**src/rtl/rightram_pkg.sv**
```systemverilog
// Shared definitions for the camera frame-RAM read arbiters: owner codes,
// arbiter states and the tag carried alongside each RAM read.
package rightram_pkg;

    localparam int unsigned AW_DEF = 16;
    localparam int unsigned DW_DEF = 3;

    localparam logic [1:0] OWN_NONE = 2'd0;
    localparam logic [1:0] OWN_VGA  = 2'd1;
    localparam logic [1:0] OWN_DIST = 2'd2;

    typedef enum logic [1:0] {
        IDLE  = 2'd0,
        BURST = 2'd1,
        DRAIN = 2'd2
    } arb_state_t;

    typedef struct packed {
        logic [1:0] owner;
        logic       last;
    } rd_tag_t;

    localparam rd_tag_t TAG_NONE = '{owner: OWN_NONE, last: 1'b0};

    // A tag belonging to the flushed owner is turned into an empty slot.
    function automatic rd_tag_t scrub_tag(input rd_tag_t t, input logic flush,
                                          input logic [1:0] own);
        return (flush && (t.owner == own)) ? TAG_NONE : t;
    endfunction

endpackage

```
**src/rtl/rd_tag_pipe.sv**
```systemverilog
// Fixed-depth tag shift register that tracks the owner of every RAM read in
// flight; a flush rewrites all tags of one owner (including the exiting one).
module rd_tag_pipe
    import rightram_pkg::*;
#(
    parameter int unsigned DEPTH = 2
) (
    input  logic       clk,
    input  logic       reset,
    input  rd_tag_t    push_tag,
    input  logic       flush,
    input  logic [1:0] flush_owner,
    output rd_tag_t    out_tag
);

    rd_tag_t [DEPTH-1:0] tag_pipe;

    always_ff @(posedge clk) begin
        if (reset) begin
            tag_pipe <= '0;
        end else begin
            tag_pipe[0] <= scrub_tag(push_tag, flush, flush_owner);
            for (int i = 1; i < int'(DEPTH); i++)
                tag_pipe[i] <= scrub_tag(tag_pipe[i-1], flush, flush_owner);
        end
    end

    // The exiting tag is masked too, so a flush suppresses the very next return.
    assign out_tag = scrub_tag(tag_pipe[DEPTH-1], flush, flush_owner);

endmodule

```
**src/rtl/rightram_rd_arbiter.sv**
```systemverilog
// Right-camera frame RAM read-port arbiter: VGA scanout always wins, the
// distance engine's bursts fill idle cycles, returns are routed by tag.
module rightram_rd_arbiter
    import rightram_pkg::*;
#(
    parameter int unsigned   RD_LAT   = 2,
    parameter int unsigned   AW       = AW_DEF,
    parameter int unsigned   DW       = DW_DEF,
    parameter logic [AW-1:0] ADDR_MAX = {AW{1'b1}}
) (
    input  logic          vclk,
    input  logic          reset,
    input  logic          vga_rden,
    input  logic [AW-1:0] vga_addr,
    output logic [DW-1:0] vga_data,
    output logic          vga_valid,
    input  logic          cmd_valid,
    output logic          cmd_ready,
    input  logic [AW-1:0] cmd_addr,
    input  logic [7:0]    cmd_len,
    input  logic          cmd_abort,
    output logic [DW-1:0] dist_data,
    output logic          dist_valid,
    output logic          dist_last,
    output logic          busy,
    output logic [AW-1:0] rdaddress,
    output logic          rden,
    output logic          rdclock,
    input  logic [DW-1:0] q
);

    arb_state_t    state;
    logic [AW-1:0] cur_addr;
    logic [8:0]    remaining;
    logic          dist_issue;
    logic          flush;
    rd_tag_t       push_tag;
    rd_tag_t       out_tag;

    assign dist_issue = (state == BURST) && !vga_rden;
    assign flush      = cmd_abort && (state != IDLE);
    assign rden       = vga_rden | dist_issue;
    assign rdaddress  = vga_rden ? vga_addr : cur_addr;
    assign rdclock    = vclk;

    always_comb begin
        push_tag = TAG_NONE;
        if (vga_rden) begin
            push_tag.owner = OWN_VGA;
        end else if (dist_issue) begin
            push_tag.owner = OWN_DIST;
            push_tag.last  = (remaining == 9'd1);
        end
    end

    rd_tag_pipe #(.DEPTH(RD_LAT)) u_tag_pipe (
        .clk         (vclk),
        .reset       (reset),
        .push_tag    (push_tag),
        .flush       (flush),
        .flush_owner (OWN_DIST),
        .out_tag     (out_tag)
    );

    always_ff @(posedge vclk) begin
        if (reset) begin
            vga_valid  <= 1'b0;
            vga_data   <= '0;
            dist_valid <= 1'b0;
            dist_last  <= 1'b0;
            dist_data  <= '0;
        end else begin
            vga_valid  <= (out_tag.owner == OWN_VGA);
            dist_valid <= (out_tag.owner == OWN_DIST);
            dist_last  <= (out_tag.owner == OWN_DIST) && out_tag.last;
            if (out_tag.owner == OWN_VGA)
                vga_data <= q;
            if (out_tag.owner == OWN_DIST)
                dist_data <= q;
        end
    end

    // cmd_ready stays low through reset and rises on the first cycle after it.
    always_ff @(posedge vclk) begin
        if (reset) begin
            state     <= IDLE;
            cmd_ready <= 1'b0;
            busy      <= 1'b0;
            cur_addr  <= '0;
            remaining <= '0;
        end else begin
            case (state)
                IDLE: begin
                    if (cmd_ready && cmd_valid) begin
                        cur_addr  <= cmd_addr;
                        remaining <= (cmd_len == 8'd0) ? 9'd256 : {1'b0, cmd_len};
                        state     <= BURST;
                        cmd_ready <= 1'b0;
                        busy      <= 1'b1;
                    end else begin
                        cmd_ready <= 1'b1;
                    end
                end
                BURST: begin
                    if (cmd_abort) begin
                        state     <= IDLE;
                        cmd_ready <= 1'b1;
                        busy      <= 1'b0;
                    end else if (dist_issue) begin
                        cur_addr  <= (cur_addr == ADDR_MAX) ? '0
                                   : cur_addr + {{(AW-1){1'b0}}, 1'b1};
                        remaining <= remaining - 9'd1;
                        if (remaining == 9'd1)
                            state <= DRAIN;
                    end
                end
                DRAIN: begin
                    if (cmd_abort || dist_last) begin
                        state     <= IDLE;
                        cmd_ready <= 1'b1;
                        busy      <= 1'b0;
                    end
                end
                default: begin
                    state     <= IDLE;
                    cmd_ready <= 1'b0;
                    busy      <= 1'b0;
                end
            endcase
        end
    end

endmodule

```
**config.mk**
```make
export PLATFORM = sky130hd
export DESIGN_NAME = rightram_rd_arbiter
export DESIGN_NICKNAME = d
export VERILOG_FILES = /design/src/rtl/rightram_pkg.sv /design/src/rtl/rd_tag_pipe.sv /design/src/rtl/rightram_rd_arbiter.sv
export SDC_FILE = /design/constraint.sdc
export NUM_CORES = 1
export LEC_CHECK = 0
export CORE_MARGIN = 3
export CORE_UTILIZATION = 47
export CTS_CLUSTER_SIZE = 14
export DETAILED_ROUTE_END_ITERATION = 8
export PLACE_DENSITY = 0.84
export SLEW_MARGIN = 15
export SYNTH_ARGS = -nofsm -noshare
export SYNTH_HDL_FRONTEND = slang
export SYNTH_SLANG_ARGS = --single-unit
```
**constraint.sdc**
```tcl
create_clock -name vclk -period 2.05 [get_ports vclk]
set_input_delay 0.205 -clock vclk [delete_from_list [all_inputs] [get_ports vclk]]
set_output_delay 0.205 -clock vclk [all_outputs]
set_load 0.02 [all_outputs]
```
==> After elaboration in Yosys (flattened, before gate mapping) <==
Index checks and enable logic that the tools add are counted.
W data, S select, Z words.
{ "classes": {"muxes": 28, "n_addsub": 2, "eq_ne": 16, "bitwise": 2, "reduce_logical": 20} }
{ "ops": {"columns": ["cell", "n"], "rows": [
  ["$mux W16", 5],
  ["$mux W9", 4],
  ["$pmux W16 S2", 1],
  ["$pmux W9 S2", 1],
  ["$add A16 B1 Y16 const B", 1],
  ["$eq A16 B16 Y1 const B", 1],
  ["$mux W2", 6],
  ["$eq A2 B2 Y1 const B", 5],
  ["$ne A2 B2 Y1 const B", 5],
  ["$eq A9 B1 Y1 const B", 1],
  ["$sub A9 B1 Y9 const B", 1],
  ["$logic_not A8 Y1", 1],
  ["$reduce_and A4 Y1", 2],
  ["$logic_and A1 B1 Y1", 7],
  ["$mux W1", 6],
  ["$mux W3", 2],
  ["$pmux W1 S3", 2],
  ["$pmux W2 S3", 1],
  ["$eq A2 B1 Y1 const B", 2],
  ["$reduce_bool A2 Y1", 2],
  ["$reduce_or A2 Y1", 2],
  ["$reduce_or A4 Y1", 1],
  ["$ne A3 B2 Y1 const B", 1],
  ["$ne A3 B3 Y1 const B", 1],
  ["other kinds (7)", 7]
]} }
{ "word_totals": {"out_inout_bits": 29, "word_cells": 82, "regBits": 44} }

==> Logic depth before layout (Yosys ltp) <==
{ "logic_depth": {"word_depth": 7, "mapped_depth": 10, "ltp_nobuf": 7} }

==> Modules after synthesis <==
Synthesis repeated with hierarchy kept, for this count alone.
{ "unflattened": {"hier_cells": 351, "area_unflattened_um2": 2803.9} }
{ "modules_own_cells": {"columns": ["mod", "area_each_um2", "cells_each", "instances"], "rows": [
  ["rightram_rd_arbiter", 2499.9, 318, 1],
  ["rd_tag_pipe", 304.0, 33, 1]
]} }

==> Flow_metrics.wiki <==
{| class="wikitable"
! Metric !! Value
|-
| Number of maximum-capacitance constraint violations || 0
|-
| Routed vias || between 2,000 and 3,000
|-
| Hold Fails Final Rpt || 0
|-
| Leakage power of the design || ~1.4 nW
|-
| Most frequent standard cell in the layout excluding fill and tap cells || sky130_fd_sc_hd__clkdlybuf4s50_1
|-
| Unrepaired setup endpoints after global routing || false
|-
| Cells along the critical path || clkbuf_8 -> clkbuf_8 -> clkdlybuf4s50_1
|-
| Share of async-settable or async-resettable flops after synthesis || 0
|-
| Clk Latency, worst-skew pair || ~0.40 ns
|-
| Layer with the highest usage after global routing || met2
|-
| Final ANT Viol Nets || 0
|-
| Post-Syn Nets || between 300 and 400
|-
| Post-route worst hold slack || just under 0.4 ns
|-
| Pins Over Slew Limit || 0
|-
| Number of unique standard cell types used by synthesis || 58
|-
| Count of TritonRoute iterations in the first routing pass || 5
|-
| Met3 layer usage reported by global route || 0.0717
|-
| Synthesis-to-layout area growth || 42.2%
|-
| Routed Wire Length || ~7600 um
|-
| Pin count of the biggest net entering global routing || 22
|-
| Width of the die || between 80 and 90 um
|-
| Number of antenna cells inserted || 0
|-
| Clock-pin transition on the worst setup and hold timing paths || roughly 0.090 ns
|-
| GPL Wtd Cong || 0.913
|-
| Total number of nets in the final design || between 400 and 500
|-
| Core area || roughly 5200 um2
|-
| Number of inserted filler cells in the final layout || slightly above 400
|-
| Vias/cell || around 5.7
|-
| Global Route met2 Usage || 0.418
|-
| Routed len/inst || 16.1 um
|-
| Crit path top cell by count || sky130_fd_sc_hd__clkbuf_8
|-
| Main synth FF type || sky130_fd_sc_hd__dfxtp_1
|-
| Worst Path Class, Setup || clk -> out
|-
| Kind of cell with the highest combined delay on the critical path || buffers and inverters
|-
| Worst clock skew || ~0.0043 ns
|-
| Maximum cell stage delay along the critical path || approximately 0.52 ns
|-
| WP data arrival || ~1.8 ns
|-
| Vias in the first global route || around 2,700
|-
| TritonCTS clock tree || built
|-
| Wire length of the first global-routing pass || 12,500 um
|-
| DP Wirelength || approximately 5600 um
|-
| Required time at the worst-slack endpoint || between 1.5 and 2 ns
|-
| Worst path buffer plus inverter count || 3
|-
| Setup violation total in the final timing report || 0
|-
| Initial antenna violation count || 0
|-
| Number of buffers added to fix hold violations after cts || 0
|-
| Peak supply drop || 0.000904 V
|-
| Fraction of final layout cells with drive strength greater than 1 || 0.158
|-
| Class of the tightest hold or removal check || in -> reg
|-
| Total overflow reported by the global router || 0
|-
| Number of warning messages in the yosys log || 0
|-
| Residual DRC count || 0
|-
| Flops & latches, synth || between 40 and 50
|-
| Status || completed
|-
| Critical Path Source Type || clock port
|-
| Worst Max-Slew Pin Slew || roughly 0.44 ns
|-
| EDFF count, synth || 0
|-
| Netlist area before placement || 2590 um2
|-
| Initial Util || 0.497
|-
| Category of the worst setup path capture point || output pin
|-
| Power density relative to cell area || approximately 1300 nW/um2
|-
| Highest-count cells in the layout ignoring fill and taps || sky130_fd_sc_hd__clkdlybuf4s50_1, sky130_fd_sc_hd__dfxtp_1, sky130_fd_sc_hd__nor2_1
|-
| Post-Syn Instances || between 300 and 400
|-
| Total routing resource utilization after global routing || 0.248
|-
| Overall Power || 4.63 mW
|-
| I/O pin count || slightly below 80
|-
| Die area || between 6000 and 7000 um2
|-
| Number of violations reported at the end of detailed-routing iteration 0 || between 300 and 400
|-
| Portion of the post-synthesis area used by sequential elements || 0.340
|-
| Placement Rows || 26
|-
| Average cell area after synthesis || a little over 8 um2
|-
| Max-slew headroom || 0.703
|-
| Met1 global-route usage || 0.302
|-
| Worst-path maximum fanout || 2
|-
| Die height || between 80 and 90 um
|-
| Critical-path top delay cell || sky130_fd_sc_hd__clkdlybuf4s50_1
|-
| Port Buffer Count || 76
|}
## per-layer routing
metal,share of wire,up-vias
li1,-,1316
met1,0.42,1270
met3,0.071,20
met2,0.49,113
met5,0,-
met4,0.022,0
## synth_stat cells (2+ instances only)
cell type                   count  area share
sky130_fd_sc_hd__a211oi_1       2      0.0058
sky130_fd_sc_hd__o22ai_1        5       0.012
sky130_fd_sc_hd__o31a_1         3       0.010
sky130_fd_sc_hd__inv_1          9       0.013
sky130_fd_sc_hd__o32ai_1        4       0.014
sky130_fd_sc_hd__ha_1           7       0.034
sky130_fd_sc_hd__nor4_1         5       0.012
sky130_fd_sc_hd__a22o_1         2      0.0068
sky130_fd_sc_hd__clkbuf_1       8       0.012
sky130_fd_sc_hd__a32o_1         2      0.0077
sky130_fd_sc_hd__or2_2          2      0.0048
sky130_fd_sc_hd__a41oi_1        2      0.0068
sky130_fd_sc_hd__a21o_1         2      0.0058
sky130_fd_sc_hd__a22oi_1        3      0.0087
sky130_fd_sc_hd__mux2_2        13       0.057
sky130_fd_sc_hd__mux2i_1        9       0.035
sky130_fd_sc_hd__o21ai_0       23       0.044
sky130_fd_sc_hd__clkinv_1       2      0.0029
sky130_fd_sc_hd__nand3_1        6       0.012
sky130_fd_sc_hd__and3_1         2      0.0048
sky130_fd_sc_hd__clkbuf_8       6       0.032
sky130_fd_sc_hd__o2bb2ai_1      2      0.0068
sky130_fd_sc_hd__dfxtp_1       44        0.34
sky130_fd_sc_hd__nor2b_1       11       0.027
sky130_fd_sc_hd__a31oi_1        2      0.0048
sky130_fd_sc_hd__nand4_1        6       0.015
sky130_fd_sc_hd__a21oi_1       22       0.043
sky130_fd_sc_hd__o211ai_1       2      0.0058
sky130_fd_sc_hd__buf_2          3      0.0058
sky130_fd_sc_hd__nor2_1        36       0.052
sky130_fd_sc_hd__a2bb2oi_1      2      0.0068
sky130_fd_sc_hd__nor3_1         8       0.015
sky130_fd_sc_hd__or4_4          2      0.0087
sky130_fd_sc_hd__nand2_1       27       0.039
sky130_fd_sc_hd__nand2b_1       4      0.0097
## where the power goes
group	switching (mW)	total, mW	leakage [nW]	internal (mW)
sequential	0.246	1.31	0.359	1.07
clock	0.379	0.903	0.0838	0.525
combinational	1.28	2.41	1.00	1.14
total	1.90	4.63	1.44	2.73
## state kept, by name (all words and copies together), names as in the netlist
name	flops
remaining	9
vga_valid	1
busy	1
dist_data	3
dist_valid	1
dist_last	1
cmd_ready	1
state	2
cur_addr	16
vga_data	3
u_tag_pipe.tag_pipe	6
## stage by stage
stage | std cells | area (um2) | TNS (ns) | worst slack (ns) | util
final | 475 | 3680 | 0 | 0.0691 | 0.707
after CTS | 474 | 3660 | 0 | 0.0198 | 0.703
after global routing | 475 | 3680 | 0 | 0.0184 | 0.707
after global placement | 463 | 3510 | 0 | 0.00123 | 0.674
after floorplan | 311 | 2590 | 0 | 0.196 | -
after detailed placement | 463 | 3510 | -0.298 | -0.0368 | 0.674
## final cells by class
type	instances	area [um2]	area share
multi-input combinational	237	1540	0.419
timing repair buffer	100	956	0.260
inverter	12	45.0	0.0122
tap	70	87.6	0.0238
sequential	44	882	0.240
clock buffer	9	120	0.0326
clock inverter	3	47.5	0.0129
## path summary, 6_finish.rpt
check | from | end | slack (ns) | cells after the start
min reg2reg | u_tag_pipe.tag_pipe[3]$_SDFF_PP0_ | dist_last$_SDFF_PP0_ | 0.44 | 1
max reg2reg | state[1]$_SDFFE_PP0P_ | remaining[6]$_SDFFE_PP0P_ | 0.14 | 8
min | vga_rden | u_tag_pipe.tag_pipe[2]$_SDFF_PP0_ | 0.40 | 3
max | vclk | rdclock | 0.07 | 3
## kinds of logic (layout without fill, tap and decap cells)
logic type / Yosys count / count (layout) / share of synthesized area
AO/OA/AOI/OAI: 89 / 89 / 0.232
XOR/XNOR: 1 / 1 / 0.00339
adder cells (fa/ha/maj): 7 / 7 / 0.0338
buffers and inverters: 30 / 124 / 0.0696
flip-flops: 44 / 44 / 0.340
multiplexers: 22 / 22 / 0.0914
AND/OR/NAND/NOR: 118 / 118 / 0.229
## repair_timing
item / 4_1_cts / 5_1_grt
setup buffers: 0 / 1
gates cloned: 0 / 0
setup endpoints to repair: 14 / 9
pin swaps: 0 / 1
gates resized for setup: 7 / 3
endpoints found under the hold margin: 0 / 0
## worst min-delay path: cells and delay by family
kind / cells / cell delay, ns
buf+inv: 2 / 0.49
simple gates: 1 / 0.06
Note: power is estimated with default switching activity, not from simulation.
